[src/rtl/hermes_input_buffer_pkg.sv]
// Hermes router shared types and sizing constants.
// Provides the input-buffer FSM state type and default widths.
package HermesPkg;

  localparam int HERMES_FLIT_SIZE   = 32;
  localparam int HERMES_BUFFER_SIZE = 8;
  localparam int HERMES_NPORT       = 5;

  typedef enum logic [2:0] {
    S_IDLE,
    S_REQ,
    S_HEADER,
    S_SIZE,
    S_PAYLOAD
  } hermes_buffer_state_t;

endpackage

[src/rtl/hermes_input_buffer_if.sv]
// Input-buffer bus: upstream flit link, routing request, crossbar link.
// master = router side driving flits/acks; slave = the input buffer.
interface hermes_input_buffer_if
  import HermesPkg::*;
#(
  parameter int FLIT_SIZE = HERMES_FLIT_SIZE
);

  logic                 rx_i;
  logic [FLIT_SIZE-1:0] data_i;
  logic                 credit_o;
  logic                 h_o;
  logic                 ack_h_i;
  logic                 data_av_o;
  logic [FLIT_SIZE-1:0] data_o;
  logic                 data_ack_i;
  logic                 sending_o;

  modport master (
    output rx_i,
    output data_i,
    output ack_h_i,
    output data_ack_i,
    input  credit_o,
    input  h_o,
    input  data_av_o,
    input  data_o,
    input  sending_o
  );

  modport slave (
    input  rx_i,
    input  data_i,
    input  ack_h_i,
    input  data_ack_i,
    output credit_o,
    output h_o,
    output data_av_o,
    output data_o,
    output sending_o
  );

endinterface

[src/rtl/hermes_input_buffer_fifo.sv]
// Circular flit storage with wrapping pointers and occupancy count.
// Ports: wr_i/data_i push, rd_i pop, head_o, full_o, empty_o.
module hermes_fifo
  import HermesPkg::*;
#(
  parameter int FLIT_SIZE   = HERMES_FLIT_SIZE,
  parameter int BUFFER_SIZE = HERMES_BUFFER_SIZE
) (
  input  logic                 clk_i,
  input  logic                 rst_ni,
  input  logic                 wr_i,
  input  logic [FLIT_SIZE-1:0] data_i,
  input  logic                 rd_i,
  output logic [FLIT_SIZE-1:0] head_o,
  output logic                 full_o,
  output logic                 empty_o
);

  localparam int AW = $clog2(BUFFER_SIZE);
  localparam int CW = AW + 1;
  localparam logic [CW-1:0] DEPTH = CW'(BUFFER_SIZE);

  logic [FLIT_SIZE-1:0] mem_q [BUFFER_SIZE];
  logic [AW-1:0] wr_ptr_q, wr_ptr_d;
  logic [AW-1:0] rd_ptr_q, rd_ptr_d;
  logic [CW-1:0] count_q, count_d;

  always_comb begin
    wr_ptr_d = wr_ptr_q;
    rd_ptr_d = rd_ptr_q;
    count_d  = count_q;
    if (wr_i) wr_ptr_d = wr_ptr_q + AW'(1);
    if (rd_i) rd_ptr_d = rd_ptr_q + AW'(1);
    unique case (1'b1)
      wr_i && !rd_i: count_d = count_q + CW'(1);
      rd_i && !wr_i: count_d = count_q - CW'(1);
      default: ;
    endcase
  end

  always_ff @(posedge clk_i or negedge rst_ni) begin
    if (!rst_ni) begin
      wr_ptr_q <= '0;
      rd_ptr_q <= '0;
      count_q  <= '0;
    end else begin
      wr_ptr_q <= wr_ptr_d;
      rd_ptr_q <= rd_ptr_d;
      count_q  <= count_d;
    end
  end

  // Storage is deliberately left unreset.
  always_ff @(posedge clk_i) begin
    if (wr_i) mem_q[wr_ptr_q] <= data_i;
  end

  assign head_o  = mem_q[rd_ptr_q];
  assign full_o  = (count_q == DEPTH);
  assign empty_o = (count_q == '0);

endmodule

[src/rtl/hermes_input_buffer.sv]
// Hermes per-port input buffer: FIFO, route request and packet tracking.
// Ports: clk_i, rst_ni, bus (slave) carrying flit, route and crossbar links.
module hermes_input_buffer
  import HermesPkg::*;
#(
  parameter int FLIT_SIZE   = HERMES_FLIT_SIZE,
  parameter int BUFFER_SIZE = HERMES_BUFFER_SIZE
) (
  input  logic                  clk_i,
  input  logic                  rst_ni,
  hermes_input_buffer_if.slave  bus
);

  hermes_buffer_state_t state_q, state_d;
  logic [FLIT_SIZE-1:0] flits_left_q, flits_left_d;
  logic [FLIT_SIZE-1:0] head;
  logic full, empty;
  logic in_pkt, data_av, wr, rd;

  // Credit depends only on the registered count, never on a same-cycle read.
  assign wr = bus.rx_i & ~full;
  assign rd = data_av & bus.data_ack_i;

  hermes_fifo #(
    .FLIT_SIZE   (FLIT_SIZE),
    .BUFFER_SIZE (BUFFER_SIZE)
  ) u_fifo (
    .clk_i   (clk_i),
    .rst_ni  (rst_ni),
    .wr_i    (wr),
    .data_i  (bus.data_i),
    .rd_i    (rd),
    .head_o  (head),
    .full_o  (full),
    .empty_o (empty)
  );

  assign in_pkt = (state_q == S_HEADER) ||
                  (state_q == S_SIZE) ||
                  (state_q == S_PAYLOAD);
  assign data_av = in_pkt & ~empty;

  assign bus.credit_o  = ~full;
  assign bus.h_o       = (state_q == S_REQ);
  assign bus.data_av_o = data_av;
  assign bus.data_o    = data_av ? head : '0;
  assign bus.sending_o = in_pkt;

  always_comb begin
    state_d      = state_q;
    flits_left_d = flits_left_q;
    unique case (state_q)
      S_IDLE: begin
        if (!empty) state_d = S_REQ;
      end
      S_REQ: begin
        if (bus.ack_h_i) state_d = S_HEADER;
      end
      S_HEADER: begin
        if (rd) state_d = S_SIZE;
      end
      S_SIZE: begin
        if (rd) begin
          flits_left_d = head;
          state_d = (head == '0) ? S_IDLE : S_PAYLOAD;
        end
      end
      S_PAYLOAD: begin
        if (rd) begin
          flits_left_d = flits_left_q - FLIT_SIZE'(1);
          if (flits_left_q == FLIT_SIZE'(1)) state_d = S_IDLE;
        end
      end
      default: state_d = S_IDLE;
    endcase
  end

  always_ff @(posedge clk_i or negedge rst_ni) begin
    if (!rst_ni) begin
      state_q      <= S_IDLE;
      flits_left_q <= '0;
    end else begin
      state_q      <= state_d;
      flits_left_q <= flits_left_d;
    end
  end

endmodule

[src/flat_wrapper.sv]
// flat-port wrapper written by rule: the top's interface ports become plain ports
module hermes_input_buffer_flat import HermesPkg::*;
#(
  parameter int FLIT_SIZE   = HERMES_FLIT_SIZE,
  parameter int BUFFER_SIZE = HERMES_BUFFER_SIZE
)
  (clk_i, rst_ni, bus_rx_i, bus_data_i, bus_ack_h_i, bus_data_ack_i, bus_credit_o, bus_h_o, bus_data_av_o, bus_data_o, bus_sending_o);
  hermes_input_buffer_if #(.FLIT_SIZE(FLIT_SIZE)) bus_i ();
  input  logic clk_i;
  input  logic rst_ni;
  input wire logic [$bits(bus_i.rx_i)-1:0] bus_rx_i;
  input wire logic [$bits(bus_i.data_i)-1:0] bus_data_i;
  input wire logic [$bits(bus_i.ack_h_i)-1:0] bus_ack_h_i;
  input wire logic [$bits(bus_i.data_ack_i)-1:0] bus_data_ack_i;
  output wire logic [$bits(bus_i.credit_o)-1:0] bus_credit_o;
  output wire logic [$bits(bus_i.h_o)-1:0] bus_h_o;
  output wire logic [$bits(bus_i.data_av_o)-1:0] bus_data_av_o;
  output wire logic [$bits(bus_i.data_o)-1:0] bus_data_o;
  output wire logic [$bits(bus_i.sending_o)-1:0] bus_sending_o;
  assign bus_i.rx_i = bus_rx_i;
  assign bus_i.data_i = bus_data_i;
  assign bus_i.ack_h_i = bus_ack_h_i;
  assign bus_i.data_ack_i = bus_data_ack_i;
  assign bus_credit_o = bus_i.credit_o;
  assign bus_h_o = bus_i.h_o;
  assign bus_data_av_o = bus_i.data_av_o;
  assign bus_data_o = bus_i.data_o;
  assign bus_sending_o = bus_i.sending_o;
  hermes_input_buffer #(.FLIT_SIZE(FLIT_SIZE), .BUFFER_SIZE(BUFFER_SIZE)) u_core (.clk_i(clk_i), .rst_ni(rst_ni), .bus(bus_i));
endmodule
[config.mk]
export PLATFORM = sky130hd
export DESIGN_NAME = hermes_input_buffer_flat
export DESIGN_NICKNAME = d
export VERILOG_FILES = /design/src/rtl/hermes_input_buffer_pkg.sv /design/src/rtl/hermes_input_buffer_if.sv /design/src/rtl/hermes_input_buffer_fifo.sv /design/src/rtl/hermes_input_buffer.sv /design/src/flat_wrapper.sv
export SDC_FILE = /design/constraint.sdc
export NUM_CORES = 1
export LEC_CHECK = 0
export CORE_MARGIN = 10
export CORE_UTILIZATION = 50
export CTS_CLUSTER_DIAMETER = 150
export CTS_CLUSTER_SIZE = 10
export DETAILED_ROUTE_END_ITERATION = 16
export PLACE_DENSITY = 0.71
export SLEW_MARGIN = 25
export SYNTH_ARGS = -nofsm -noshare
export SYNTH_HDL_FRONTEND = slang
export SYNTH_SLANG_ARGS = --single-unit
[constraint.sdc]
create_clock -name clk_i -period 8.8 [get_ports clk_i]
set_clock_uncertainty 0.15 [all_clocks]
set_input_delay 1.76 -clock clk_i [delete_from_list [all_inputs] [get_ports clk_i]]
set_output_delay 1.76 -clock clk_i [all_outputs]
set_load 0.05 [all_outputs]
==> reports/results.txt, run 1 <==
core area: 25,100 sq um
post-CTS sizing: 0
Slew @ Worst Pin: 0.916 ns
CP Cell Sequence: buf_4 -> mux2i_1 -> a22oi_1 -> nand2_1 -> nor2_1 -> clkdlybuf4s50_1
Register Area: 8820 sq um
Post-CTS Setup Inserts: 0
multi-input logic area: 3790 sq um
slowest CP cell: dfrtp_4
clk sinks: 301
die height: 180 um
hold buffers post-CTS: 0
PnR Total Power: 5.59 mW
ys flop type: edfxtp_1
Slew Limit Fails: 0
Critical Path RT: 6.89 ns
starting density of the core: 50.8%
worst path bufs/invs: 2
Placement Setup Slack: 3.60 ns
endpoint type of the worst setup path: primary output
Layout Cells excl Fill: 1,329
grt ovf: 0
num rows: 58
Worst-Skew Late Latency: 0.51 ns
RSZ-0062 raised after global routing: no
Root Buffer: clkbuf_16
Via density: 5.91
Area Overhead vs Synth: 17.0%
Syn Std Cell Area: 12,800 sq um
most common cell after layout, fill and taps aside: edfxtp_1
final hold viol count: 0
LEAKAGE: 5.21 nW
vias in the first global route: 7,910
initial antenna violation count: 0
Mapped Cells: 902
synthesis-stage register bit count: 301
Hold Path End: u_core.u_fifo.count_q[3]
DRC viols: 0
Final setup viols: 0
Routed WL per cell: 22.1 um
fmax: 173 MHz
Worst-path clk slew: 0.06 ns
register area share after synthesis: 69.1%
Mapped Avg Cell Area: 14.1 sq um
htree depth: 2
most frequent cells in the layout: 256 x edfxtp_1, 128 x mux2i_1, 82 x a22oi_1
Worst Path Max Fanout: 53
Initial DRC Count: 686
setup ws final: 3.03 ns
Final ANT Viol Nets: 0
peak supply drop: 0.251 mV
FF-to-FF Start: u_core.u_fifo.rd_ptr_q[1]
Fillers: 1,954
pwr/cell area: 375 nW/um^2
die width: 180 um
routed via count: 7,859
status: finished clean
Pre-antenna DRT Iters: 5
CP delay by family, top: buffers and inverters
Post-synth EDFFs: 256
Sum Neg Setup Slack: 0 ns
DP HPWL: 18,000 um
# IOs: 73
port bufs: 72
reg2reg setup slack: 5.26 ns
Synth Net Count: 946
critical path type: flop to primary output
post-synthesis cell type count: 51
fin crit share: 65.5%
Hold Path Class: flop to flop
final wirelength: 29,300 um
max-cap viol count: 0
layout cells sized above 1: 8.51%
hold wc startpoint: u_core.u_fifo.count_q[3]
Critical Path Start Type: flop
largest net degree at the start of global routing: 54
fin crit period: 5.77 ns
Max clock buf depth: 3
async set-reset flop share out of synthesis: 15.0%
placed cell count: 1,271
first-pass GRT wire length: 45,600 um
die footprint: 32,300 sq um
Total GRT Usage: 17.6%
Rel. slew slack: 38.9%
Syn. warnings: 0
n_diodes: 0
Inserted Clock Buffers: 36
hold path cells: 1
max incr delay on CP: 0.85 ns
critical path arrival: 3.86 ns
layout net count: 1,023
reg2reg end: u_core.state_q[2]
placer congestion estimate: 0.849
Register-to-Register Path Depth: 7
CTS tree: done
-- Yosys cell counts, types with 4 or more instances --
cell type	count	area, sq um
inv_1	6	22.5
clkbuf_1	36	135
xnor2_1	4	35.0
nand4_1	8	50.1
dfrtp_1	45	1130
nor2b_1	8	50.1
a22o_1	9	78.8
o22a_1	4	35.0
buf_2	4	20.0
o22ai_1	6	37.5
or4_1	4	30.0
or2_2	4	25.0
nor2_1	68	255
buf_1	11	41.3
a22oi_1	82	616
mux2i_1	128	1280
a21oi_1	32	160
a32o_1	4	40.0
nand3_1	9	45.0
o21ai_0	29	145
nand2_1	72	270
edfxtp_1	256	7690
or3_1	5	31.3
xor2_1	4	35.0
a31oi_1	4	25.0
nor3_1	16	80.1
ha_1	7	87.6
-- routing by layer --
| layer | wire [um] | part of all wire [%] | track usage [%] |
|---|---|---|---|
| met1 | 12800 | 44 | 22.6 |
| met2 | 14300 | 49 | 29.7 |
| met3 | 1590 | 5.4 | 3.05 |
| met4 | 688 | 2.3 | 6.02 |
| met5 | 0 | 0 | 0 |
-- area by class of cell --
type	instances	area share, %
Clock buffer	54	6.49
Clock inverter	4	0.361
Inverter	6	0.151
Multi-Input combinational cell	544	25.4
Sequential cell	301	59.1
Tap cell	330	2.77
Timing Repair Buffer	90	5.70
-- worst reg2reg max path, cell delays in order (launching register included) --
cell	delay, ns
dfrtp_4	0.85
buf_4	0.82
mux2i_1	0.33
a22oi_1	0.14
a22oi_1	0.30
nand4_1	0.25
nor4_1	0.40
o22ai_1	0.16
-- sequential cells by signal, indices dropped and copies added, names as in the netlist --
signal / count
u_core.flits_left_q: 32
u_core.u_fifo.count_q: 4
u_core.u_fifo.wr_ptr_q: 3
u_core.u_fifo.mem_q: 256
u_core.u_fifo.rd_ptr_q: 3
u_core.state_q: 3
-- through the flow --
| stage | hold WS, ns | cell area, sq um | utilization [%] |
|---|---|---|---|
| after floorplan | 0.304 | 12800 | - |
| after global placement | 0.324 | 13900 | 55.3 |
| after detailed placement | 0.332 | 13900 | 55.4 |
| after CTS | 0.336 | 14900 | 59.4 |
| after global routing | 0.356 | 14900 | 59.4 |
| final | 0.347 | 14900 | 59.4 |
-- where the power goes --
part / switching [mW] / internal, mW
sequential: 0.194 / 1.83
combinational: 1.51 / 0.756
clock: 0.533 / 0.762
-- logic make-up after synthesis --
kind of cell | Yosys count | synth area share, %
adders and majority gates | 7 | 0.687
and+or+nand+nor | 212 | 7.69
AOI/OAI and AO/OA | 187 | 10.0
buffers and inverters | 57 | 1.72
DFF | 301 | 69.1
xor gates and xnor gates | 8 | 0.549
muxes | 130 | 10.2
-- worst max path at each step --
stage               slack [ns]                       from                         to  cells after the start
detailed placement        3.60  u_core.u_fifo.rd_ptr_q[1]             bus_data_o[22]                      6
finish                    3.03  u_core.u_fifo.rd_ptr_q[1]             bus_data_o[22]                      6
global placement          3.62  u_core.u_fifo.rd_ptr_q[1]             bus_data_o[29]                      6
global route              2.82  u_core.u_fifo.rd_ptr_q[1]             bus_data_o[30]                      6
CTS                       3.04  u_core.u_fifo.rd_ptr_q[1]             bus_data_o[22]                      6
floorplan                 3.77                   bus_rx_i  u_core.u_fifo.mem_q[0][0]                      3
Note: power is estimated with default switching activity, not from simulation.
==> run 2: changes to the inputs <==
--- a/config.mk
+++ b/config.mk
@@ -10,7 +10,7 @@
 export CTS_CLUSTER_DIAMETER = 150
 export CTS_CLUSTER_SIZE = 10
 export DETAILED_ROUTE_END_ITERATION = 16
-export PLACE_DENSITY = 0.71
+export PLACE_DENSITY = 0.73
 export SLEW_MARGIN = 25
 export SYNTH_ARGS = -nofsm -noshare
 export SYNTH_HDL_FRONTEND = slang
==> constraint.sdc (replaced) <==
create_clock -name clk_i -period 4.8 [get_ports clk_i]
set_clock_uncertainty 0.15 [all_clocks]
set_input_delay 0.96 -clock clk_i [delete_from_list [all_inputs] [get_ports clk_i]]
set_output_delay 0.96 -clock clk_i [all_outputs]
set_load 0.05 [all_outputs]
==> run 2 against run 1 <==
  * Flip-flop and latch count is the same
  * First-iteration DRC count grew 14%
  * Clock power grew 88%
  * Worst setup slack lost 2.2 ns
  * Via count grew 0.59%
  * Sequential power grew 83%
  * Routed wire length grew 1.8%
  * Die area is the same
  * Non-clock buffer count grew 4
  * Highest routed layer is now met5
==> reports/results.txt, run 2 (synthesized netlist as in run 1, its figures left out) <==
Initial DRC Count: 779
largest net degree at the start of global routing: 49
Root Buffer: clkbuf_16
core area: 25,100 sq um
max FFs per register: 256
Reg with most FFs: u_core.u_fifo.mem_q
FF-to-FF Start: u_core.u_fifo.rd_ptr_q[0]
hold buffers post-CTS: 0
fin crit share: 82.7%
die height: 180 um
critical path arrival: 2.86 ns
Pre-antenna DRT Iters: 5
status: finished clean
Critical Path RT: 3.69 ns
Slew @ Worst Pin: 0.997 ns
sw power: 4.19 mW
Via density: 5.93
Worst-Skew Late Latency: 0.52 ns
Hold Path Class: input pin to async pin
Max clock buf depth: 3
LEAKAGE: 5.30 nW
final wirelength: 29,800 um
Sum Neg Setup Slack: 0 ns
Slew Limit Fails: 0
Critical Path Start Type: flop
clock group share of total power: 23.6%
switching share of power: 40.7%
reg2reg setup slack: 1.46 ns
die width: 180 um
Worst Path Max Fanout: 20
routed via count: 7,905
DP HPWL: 18,900 um
RSZ-0062 raised after global routing: no
Gate power share: 40.5%
critical path type: flop to primary output
Flop pwr share: 36.0%
clk sinks: 301
Final ANT Viol Nets: 0
port bufs: 72
first-pass GRT wire length: 46,100 um
Rel. slew slack: 33.5%
fin crit period: 3.97 ns
max-cap viol count: 0
Final setup viols: 0
Routed WL per cell: 22.4 um
Area Overhead vs Synth: 17.0%
biggest regs: u_core.u_fifo.mem_q x256, u_core.flits_left_q x32, u_core.u_fifo.count_q x4
fmax: 252 MHz
post-CTS sizing: 0
most frequent cells in the layout: 256 x edfxtp_1, 128 x mux2i_1, 82 x a22oi_1
final hold viol count: 0
die footprint: 32,300 sq um
crit path launch: u_core.u_fifo.rd_ptr_q[0]
# IOs: 73
pwr/cell area: 691 nW/um^2
PnR Total Power: 10.3 mW
vias in the first global route: 8,002
htree depth: 2
initial antenna violation count: 3
DRC viols: 0
Inserted Clock Buffers: 36
most common cell after layout, fill and taps aside: edfxtp_1
internal power: 6.11 mW
layout net count: 1,027
Post-DP Area: 13,900 sq um
num rows: 58
endpoint type of the worst setup path: primary output
peak supply drop: 0.555 mV
CTS tree: done
Worst-path clk slew: 0.06 ns
Post-CTS Setup Inserts: 0
final instance area: 14,900 sq um
layout cells sized above 1: 12.0%
placer congestion estimate: 0.876
starting density of the core: 50.8%
grt ovf: 0
Total GRT Usage: 17.9%
## run 2: layout make-up
type | instances | area (sq um)
diodes | 2 | 5.00
clock buffers | 53 | 965
clock inverters | 4 | 78.8
fillers | 1982 | 10200
inverters | 6 | 22.5
multi-input cells | 544 | 3790
flip-flops and latches | 301 | 8820
well taps | 330 | 413
repair buffers | 94 | 826
## run 2: per-stage QoR
step,setup slack [ns],hold slack (ns),instances,util (%)
after floorplan,0.555,0.304,902,-
after global placement,1.38,0.323,1275,55.2
after detailed placement,1.33,0.326,1275,55.2
after CTS,0.868,0.269,1332,59.4
after global routing,0.691,0.287,1334,59.4
final,0.831,0.250,1334,59.4
## run 2: metal layers
metal  vias up  GRT usage (%)  wire length [um]
li1       3655              -                 -
met1      3899           23.3             12500
met2       297           28.3             14300
met3        52           4.06              2130
met4         2           7.54               871
met5         -              0                13
## run 2: worst paths after layout
kind,cells past startpoint,to
max reg2reg,7,u_core.state_q[2]
min reg2reg,1,u_core.u_fifo.count_q[3]
min,1,u_core.u_fifo.count_q[0]
min in group clk_i,1,u_core.u_fifo.count_q[3]
max,6,bus_data_o[24]
max in group asynchronous,2,u_core.u_fifo.rd_ptr_q[1]
## run 2: critical path, cell delays in order, from the launching register on
cell and delay, ns:
dfrtp_1 0.48, nor2b_2 0.72, buf_4 0.43, a22oi_1 0.20, nand2_1 0.18, nor2_1 0.09
buf_4 0.21
## run 2: power by group through the flow
stage	Clock, mW	Sequential [mW]	Combinational, mW
after floorplan	0	3.62	2.88
after global placement	0	3.72	4.12
after detailed placement	0	3.74	4.17
after CTS	2.47	3.69	4.18
after global routing	2.59	3.76	4.47
final	2.43	3.71	4.17
